**src/rtl/branch_ctrl_pkg.sv**
```systemverilog
// Shared types and defaults for the branch recovery controller.
package branch_ctrl_pkg;

    // Controller FSM states.
    typedef enum logic [0:0] {
        IDLE  = 1'b0,
        FLUSH = 1'b1
    } state_e;

    // Which source (if any) is redirecting fetch this cycle.
    typedef enum logic [1:0] {
        SRC_NONE    = 2'd0,
        SRC_MISPRED = 2'd1,
        SRC_JUMP    = 2'd2
    } redir_src_e;

    localparam int DEF_FLUSH_CYCLES = 2;
    localparam int DEF_CNT_W        = 16;

    // The mispredicted EX instruction is older than the ID jump, so it wins.
    function automatic redir_src_e select_source(input logic mispred, input logic jump);
        redir_src_e src;
        if (mispred) begin
            src = SRC_MISPRED;
        end else if (jump) begin
            src = SRC_JUMP;
        end else begin
            src = SRC_NONE;
        end
        return src;
    endfunction

endpackage

```
**src/rtl/sat_counter.sv**
```systemverilog
// Saturating up-counter with synchronous clear; never wraps past all-ones.
module sat_counter #(
    parameter int W = 16
) (
    input  logic         clk,
    input  logic         reset,
    input  logic         clr,
    input  logic         inc,
    output logic [W-1:0] count
);

    logic [W-1:0] count_r;

    // Count register: clear has priority, increment stops at the maximum value.
    always_ff @(posedge clk or negedge reset) begin
        if (!reset) begin
            count_r <= '0;
        end else if (clr) begin
            count_r <= '0;
        end else if (inc && (count_r != {W{1'b1}})) begin
            count_r <= count_r + {{(W-1){1'b0}}, 1'b1};
        end else begin
            count_r <= count_r;
        end
    end

    assign count = count_r;

endmodule

```
**src/rtl/branch_recovery_controller.sv**
```systemverilog
// Arbitrates mispredict/jump redirects, drives a registered fetch redirect,
// times the IF/ID and ID/EX flushes and keeps branch statistics.
module branch_recovery_controller
    import branch_ctrl_pkg::*;
#(
    parameter int FLUSH_CYCLES = DEF_FLUSH_CYCLES,
    parameter int CNT_W        = DEF_CNT_W
) (
    input  logic             clk,
    input  logic             reset,
    input  logic             Wrong,
    input  logic [31:0]      PC_reverse,
    input  logic             ID_EX_Branch,
    input  logic             Jump,
    input  logic [31:0]      Jump_Target,
    output logic             PC_redirect_valid,
    output logic [31:0]      PC_redirect,
    output logic             IF_ID_Flush,
    output logic             ID_EX_Flush,
    output logic             Busy,
    output logic [CNT_W-1:0] branch_count,
    output logic [CNT_W-1:0] mispredict_count
);

    localparam logic [2:0] FLUSH_LOAD = 3'(FLUSH_CYCLES);

    state_e      state_r;
    state_e      state_nx_s;
    logic [2:0]  flush_cnt_r;
    logic [2:0]  flush_cnt_nx_s;
    logic [31:0] pc_redirect_r;
    logic [31:0] pc_redirect_nx_s;
    logic        redirect_valid_r;
    logic        redirect_valid_nx_s;
    logic        if_id_flush_r;
    logic        if_id_flush_nx_s;
    logic        id_ex_flush_r;
    logic        id_ex_flush_nx_s;
    logic        busy_r;
    logic        busy_nx_s;

    logic        mispred_s;
    redir_src_e  src_s;
    logic        branch_inc_s;
    logic        mispred_inc_s;

    // Events only count while IDLE; anything seen in FLUSH is a squashed instruction.
    always_comb begin
        mispred_s = Wrong & ID_EX_Branch;
        if (state_r == IDLE) begin
            src_s        = select_source(mispred_s, Jump);
            branch_inc_s = ID_EX_Branch;
        end else begin
            src_s        = SRC_NONE;
            branch_inc_s = 1'b0;
        end
        mispred_inc_s = (src_s == SRC_MISPRED);
    end

    // Next-state and next-output logic for the recovery FSM.
    always_comb begin
        state_nx_s          = state_r;
        flush_cnt_nx_s      = flush_cnt_r;
        pc_redirect_nx_s    = pc_redirect_r;
        redirect_valid_nx_s = 1'b0;
        if_id_flush_nx_s    = 1'b0;
        id_ex_flush_nx_s    = 1'b0;
        busy_nx_s           = 1'b0;
        case (state_r)
            IDLE: begin
                case (src_s)
                    SRC_MISPRED: begin
                        pc_redirect_nx_s    = PC_reverse;
                        redirect_valid_nx_s = 1'b1;
                        flush_cnt_nx_s      = FLUSH_LOAD;
                        state_nx_s          = FLUSH;
                        if_id_flush_nx_s    = 1'b1;
                        id_ex_flush_nx_s    = 1'b1;
                        busy_nx_s           = 1'b1;
                    end
                    SRC_JUMP: begin
                        // A jump only kills the wrong-path fetch in IF/ID.
                        pc_redirect_nx_s    = Jump_Target;
                        redirect_valid_nx_s = 1'b1;
                        if_id_flush_nx_s    = 1'b1;
                    end
                    default: begin
                        pc_redirect_nx_s = pc_redirect_r;
                    end
                endcase
            end
            FLUSH: begin
                if (flush_cnt_r <= 3'd1) begin
                    state_nx_s     = IDLE;
                    flush_cnt_nx_s = 3'd0;
                end else begin
                    flush_cnt_nx_s   = flush_cnt_r - 3'd1;
                    if_id_flush_nx_s = 1'b1;
                    id_ex_flush_nx_s = 1'b1;
                    busy_nx_s        = 1'b1;
                end
            end
            default: begin
                state_nx_s     = IDLE;
                flush_cnt_nx_s = 3'd0;
            end
        endcase
    end

    // State, flush counter and all registered control outputs.
    always_ff @(posedge clk or negedge reset) begin
        if (!reset) begin
            state_r          <= IDLE;
            flush_cnt_r      <= 3'd0;
            pc_redirect_r    <= 32'd0;
            redirect_valid_r <= 1'b0;
            if_id_flush_r    <= 1'b0;
            id_ex_flush_r    <= 1'b0;
            busy_r           <= 1'b0;
        end else begin
            state_r          <= state_nx_s;
            flush_cnt_r      <= flush_cnt_nx_s;
            pc_redirect_r    <= pc_redirect_nx_s;
            redirect_valid_r <= redirect_valid_nx_s;
            if_id_flush_r    <= if_id_flush_nx_s;
            id_ex_flush_r    <= id_ex_flush_nx_s;
            busy_r           <= busy_nx_s;
        end
    end

    assign PC_redirect_valid = redirect_valid_r;
    assign PC_redirect       = pc_redirect_r;
    assign IF_ID_Flush       = if_id_flush_r;
    assign ID_EX_Flush       = id_ex_flush_r;
    assign Busy              = busy_r;

    sat_counter #(.W(CNT_W)) u_branch_cnt (
        .clk   (clk),
        .reset (reset),
        .clr   (1'b0),
        .inc   (branch_inc_s),
        .count (branch_count)
    );

    sat_counter #(.W(CNT_W)) u_mispred_cnt (
        .clk   (clk),
        .reset (reset),
        .clr   (1'b0),
        .inc   (mispred_inc_s),
        .count (mispredict_count)
    );

endmodule

```
**config.mk**
```make
export PLATFORM = sky130hd
export DESIGN_NAME = branch_recovery_controller
export DESIGN_NICKNAME = d
export VERILOG_FILES = /design/src/rtl/branch_ctrl_pkg.sv /design/src/rtl/sat_counter.sv /design/src/rtl/branch_recovery_controller.sv
export SDC_FILE = /design/constraint.sdc
export NUM_CORES = 1
export LEC_CHECK = 0
export CORE_UTILIZATION = 39
export CTS_CLUSTER_SIZE = 40
export DETAILED_ROUTE_END_ITERATION = 10
export PLACE_DENSITY = 0.77
export SLEW_MARGIN = 10
export SYNTH_ARGS = -nofsm -noshare
export SYNTH_HDL_FRONTEND = slang
export SYNTH_SLANG_ARGS = --single-unit
```
**constraint.sdc**
```tcl
create_clock -name clk -period 1.99 [get_ports clk]
set_input_delay 0.398 -clock clk [delete_from_list [all_inputs] [get_ports clk]]
set_output_delay 0.398 -clock clk [all_outputs]
set_load 0.05 [all_outputs]
```
==> run summary <==
VDD sags by at most 0.8966 mV. The number of antenna violations at the first check in global routing was 0; the clock slew seen by the registers of the worst setup and hold paths was 70 ps. Total number of placement rows: 33. The top cell types in the final layout, fill and taps aside, are clkdlybuf4s50_1 (104), dfrtp_1 (61), nand2_1 (46), o21ai_0 (38), buf_4 (34). The switching part of the total came out at 0.4657. The logs give 514.6 MHz for the maximum clock rate and 0 for the final count of hold timing violations.

In this run the count of I/O pins placed on the die edge is 137. The first detailed-routing pass took 4 iterations. The tools report the worst slew slack as a fraction of its limit as 0.6406. The most heavily used metal layer in global routing was met2. The average wire per standard cell is 14.03 um, and the number of fill cells is 712. Relative to the synthesized area, the layout overhead comes to 53.72%. The wire length after detailed routing is 8.220 mm. The H-tree was split into 3 levels.

The clock latency reported for the late side of the worst-skew pair was 320 ps. Internal power comes to 3956 uW. The met2 track utilization from global routing came out at 0.3267. The cell at the root of the clock tree is clkbuf_8.

The number of clock sinks was 70; the total negative slack was 0 ps. The tools report the via count of the first global-routing pass as 2,859. Measured along the x axis, the die boundary spans 94.83 um. Buffers inserted during clock tree synthesis total 9. The number of antenna diodes in the final layout is 0. The category of cells accounting for the largest share of critical-path delay was buffers and inverters. The critical-path maximum fanout was 5; the via count was 2,968. Routability-driven placement finished with a final weighted congestion of 0.9021. The run finished with clean final reports. The first global-routing pass estimated 12.95 mm of wire. Yosys printed 0 warnings. The netlist area before placement is 3361 um2, and the post-route clock skew is 8.319 ps. Flop and latch count out of synthesis: 70. The tightest min-delay check is of the reg -> reg type. The slowest stage of the critical path belongs to the cell clkdlybuf4s50_1. For the initial core utilization, the log shows 0.4070.

The number of buffers and inverters on the critical path is 3. Dividing total power by cell area gives a power density of 1433 nW/um2. The global routing usage on met1 came out at 0.2245.

Number of nets in the finished design: 553. The logs give 0 for the number of maximum-capacitance violations and 86 for the initial detailed-routing violation count. The worst path needs 1943 ps of the cycle, external delays included. The design draws 7403 uW. Summed over all nets, the switching power comes to 3447 uW. The synthesized instance count was 328; the number of endpoints failing setup at the final stage was 0. The total overflow left after global routing is 0. At the pin with the least slew margin, the transition time is 537.4 ps.

The tools report the die footprint as 8993 um2. The total area inside the core boundary comes to 8258 um2. TritonCTS built the clock tree. Summed over all nets, the half-perimeter wirelength after detailed placement is 6.159 mm. The tools report the share of the yosys chip area belonging to registers as 0.5212. The largest single stage delay on the critical path is 470 ps.

The share of power burned in the clock network is 0.149, and the leakage power of the design is 0.002382 uW. Setup repair after global routing could not meet its margin everywhere. The number of different library cells used by synthesis comes to 35. Maximum root-to-sink buffer count: 2. Leaving out fill and tap cells, the most frequent cell in the layout is clkdlybuf4s50_1. Walking the worst path, the cells encountered are clkdlybuf4s50_1 > nand2_2 > or2_4 > inv_2 > ha_4 > and4_4 > buf_4 > nand3_1 > a31oi_1 > xor2_1. In the routed design, unresolved DRC markers number 0.

The logs give 0.6256 for the share of the core filled with cells in the final layout and 0.541 for the combinational share of power. In this run, placement finished with an instance count of 569. The via-per-instance ratio works out to 5.065.

STA classifies the critical path endpoint as a register. Net count after synthesis: 403. Start-to-end type of the worst setup path: in -> reg. Final critical-path share of the clock period: 0.9764. For the worst setup path, the data required time is 2240 ps. The share of cells above drive strength 1 came out at 0.1538. At the worst endpoint, the arrival time is 2190 ps. During placement, the flow inserted port buffers numbering 136. The average instance area after synthesis is 10.25 um2. The sequential share of power was 0.310. The die height is 94.83 um, and the max-slew violation count is 0. The tools report the launching element type of the critical path as an input pin. The all-layer global routing usage is 0.1887, and the number of cells in the finished layout apart from fillers is 586.

Entering global routing, the biggest net connects 46 pins. The detail route stage leaves a number of antenna-violating nets equal to 0. The met3 global-route usage came out at 0.03382.
-- flip-flops by register name, indices dropped and copies added (netlist names) --
| signal | cells |
|---|---|
| PC_redirect | 32 |
| u_branch_cnt.count | 16 |
| u_mispred_cnt.count | 16 |
| flush_cnt_r | 3 |
| Busy | 1 |
| IF_ID_Flush | 1 |
| PC_redirect_valid | 1 |
-- cell usage after synthesis --
cell type / number / area share
nand2_1: 47 / 0.052
mux2_2: 3 / 0.010
nor3_1: 6 / 0.0089
xor2_1: 10 / 0.026
or2_2: 2 / 0.0037
buf_4: 1 / 0.0022
and4_2: 1 / 0.0030
and3_2: 1 / 0.0022
and3_1: 6 / 0.011
o22ai_1: 2 / 0.0037
a31oi_1: 2 / 0.0037
nand3_1: 10 / 0.015
buf_2: 4 / 0.0060
mux2i_1: 32 / 0.095
clkbuf_1: 11 / 0.012
nand4_1: 13 / 0.024
or4_1: 3 / 0.0067
nand3b_1: 1 / 0.0022
dfrtp_1: 70 / 0.52
inv_1: 7 / 0.0078
nor4b_1: 1 / 0.0026
o211ai_1: 1 / 0.0022
nor3b_1: 1 / 0.0022
o2111ai_1: 1 / 0.0026
nor2_1: 13 / 0.015
and2_1: 1 / 0.0019
nand2b_1: 3 / 0.0056
nor4_1: 3 / 0.0056
nand4_2: 1 / 0.0037
xnor2_1: 13 / 0.034
ha_1: 6 / 0.022
and4_1: 6 / 0.016
o21ai_0: 38 / 0.057
nor2b_1: 2 / 0.0037
a21oi_1: 6 / 0.0089
-- stage by stage --
| stage | setup slack (ps) | cell area, um2 | hold WS, ps |
|---|---|---|---|
| 6_report | 46.87 | 5166 | 480.3 |
| 5_1_grt | -13.48 | 5166 | 509.8 |
| 4_1_cts | 0.08227 | 5131 | 482.2 |
| 3_5_place_dp | -427.2 | 4930 | 333.1 |
| 3_3_place_gp | -336.4 | 4930 | 326.6 |
| 2_1_floorplan | -18.97 | 3466 | 102.4 |
-- final timing paths --
kind	startpoint	to	slack, ps	cells after the start
max	Wrong	u_mispred_cnt.count[5]	50	10
min	PC_redirect[4]	PC_redirect[4]	480	2
max reg2reg	u_mispred_cnt.count[0]	u_mispred_cnt.count[1]	100	5
min reg2reg	PC_redirect[4]	PC_redirect[4]	480	2
max in group asynchronous	reset	u_mispred_cnt.count[7]	900	3
min in group asynchronous	reset	u_branch_cnt.count[2]	510	2
-- layout make-up --
class	instances	area, um2	share of cell area
Clock buffer	13	158.9	0.03076
Tap cell	105	131.4	0.02543
Sequential cell	70	1763	0.3412
Timing Repair Buffer	154	1498	0.2899
Clock inverter	1	30.03	0.005813
Inverter	7	26.28	0.005086
Multi-Input combinational cell	236	1559	0.3018
-- timing repair --
| item | 4_1_cts | 5_1_grt |
|---|---|---|
| cloned | 1 | 0 |
| endpoints found under the hold margin | 25 | 0 |
| hold buffers | 1 | 0 |
| gates resized for setup | 6 | 10 |
| endpoints found under the setup margin | 37 | 13 |
| buffers inserted | 0 | 1 |
| pin swaps | 0 | 3 |
-- cells by family after synthesis --
| group | synth area share |
|---|---|
| AOI/OAI and AO/OA | 0.07781 |
| adders and majority gates | 0.02234 |
| xor gates and xnor gates | 0.05994 |
| and+or+nand+nor | 0.1850 |
| buffers and inverters | 0.02830 |
| DFF | 0.5212 |
| muxes | 0.1054 |
-- metal layers --
metal | share of wire | wire (um) | vias up
li1 | - | - | 1454
met1 | 0.41 | 3409 | 1409
met2 | 0.50 | 4123 | 93
met3 | 0.068 | 559 | 12
met4 | 0.015 | 127 | 0
met5 | 0 | 0 | -
-- power by group through the flow --
| stage | registers, uW | logic, uW | clock network [uW] |
|---|---|---|---|
| 4_1_cts | 2300 | 4060 | 1160 |
| 6_report | 2290 | 4000 | 1110 |
| 3_5_place_dp | 2320 | 4010 | 0 |
| 5_1_grt | 2370 | 4300 | 1200 |
| 3_3_place_gp | 2290 | 3920 | 0 |
| 2_1_floorplan | 3890 | 1110 | 0 |
-- tightest hold or removal path, stage by stage, from the launching register on --
cell	delay, ps
dfrtp_1	350
nand2_1	40
o21ai_0	60
Power figures use the tool's default switching activity.
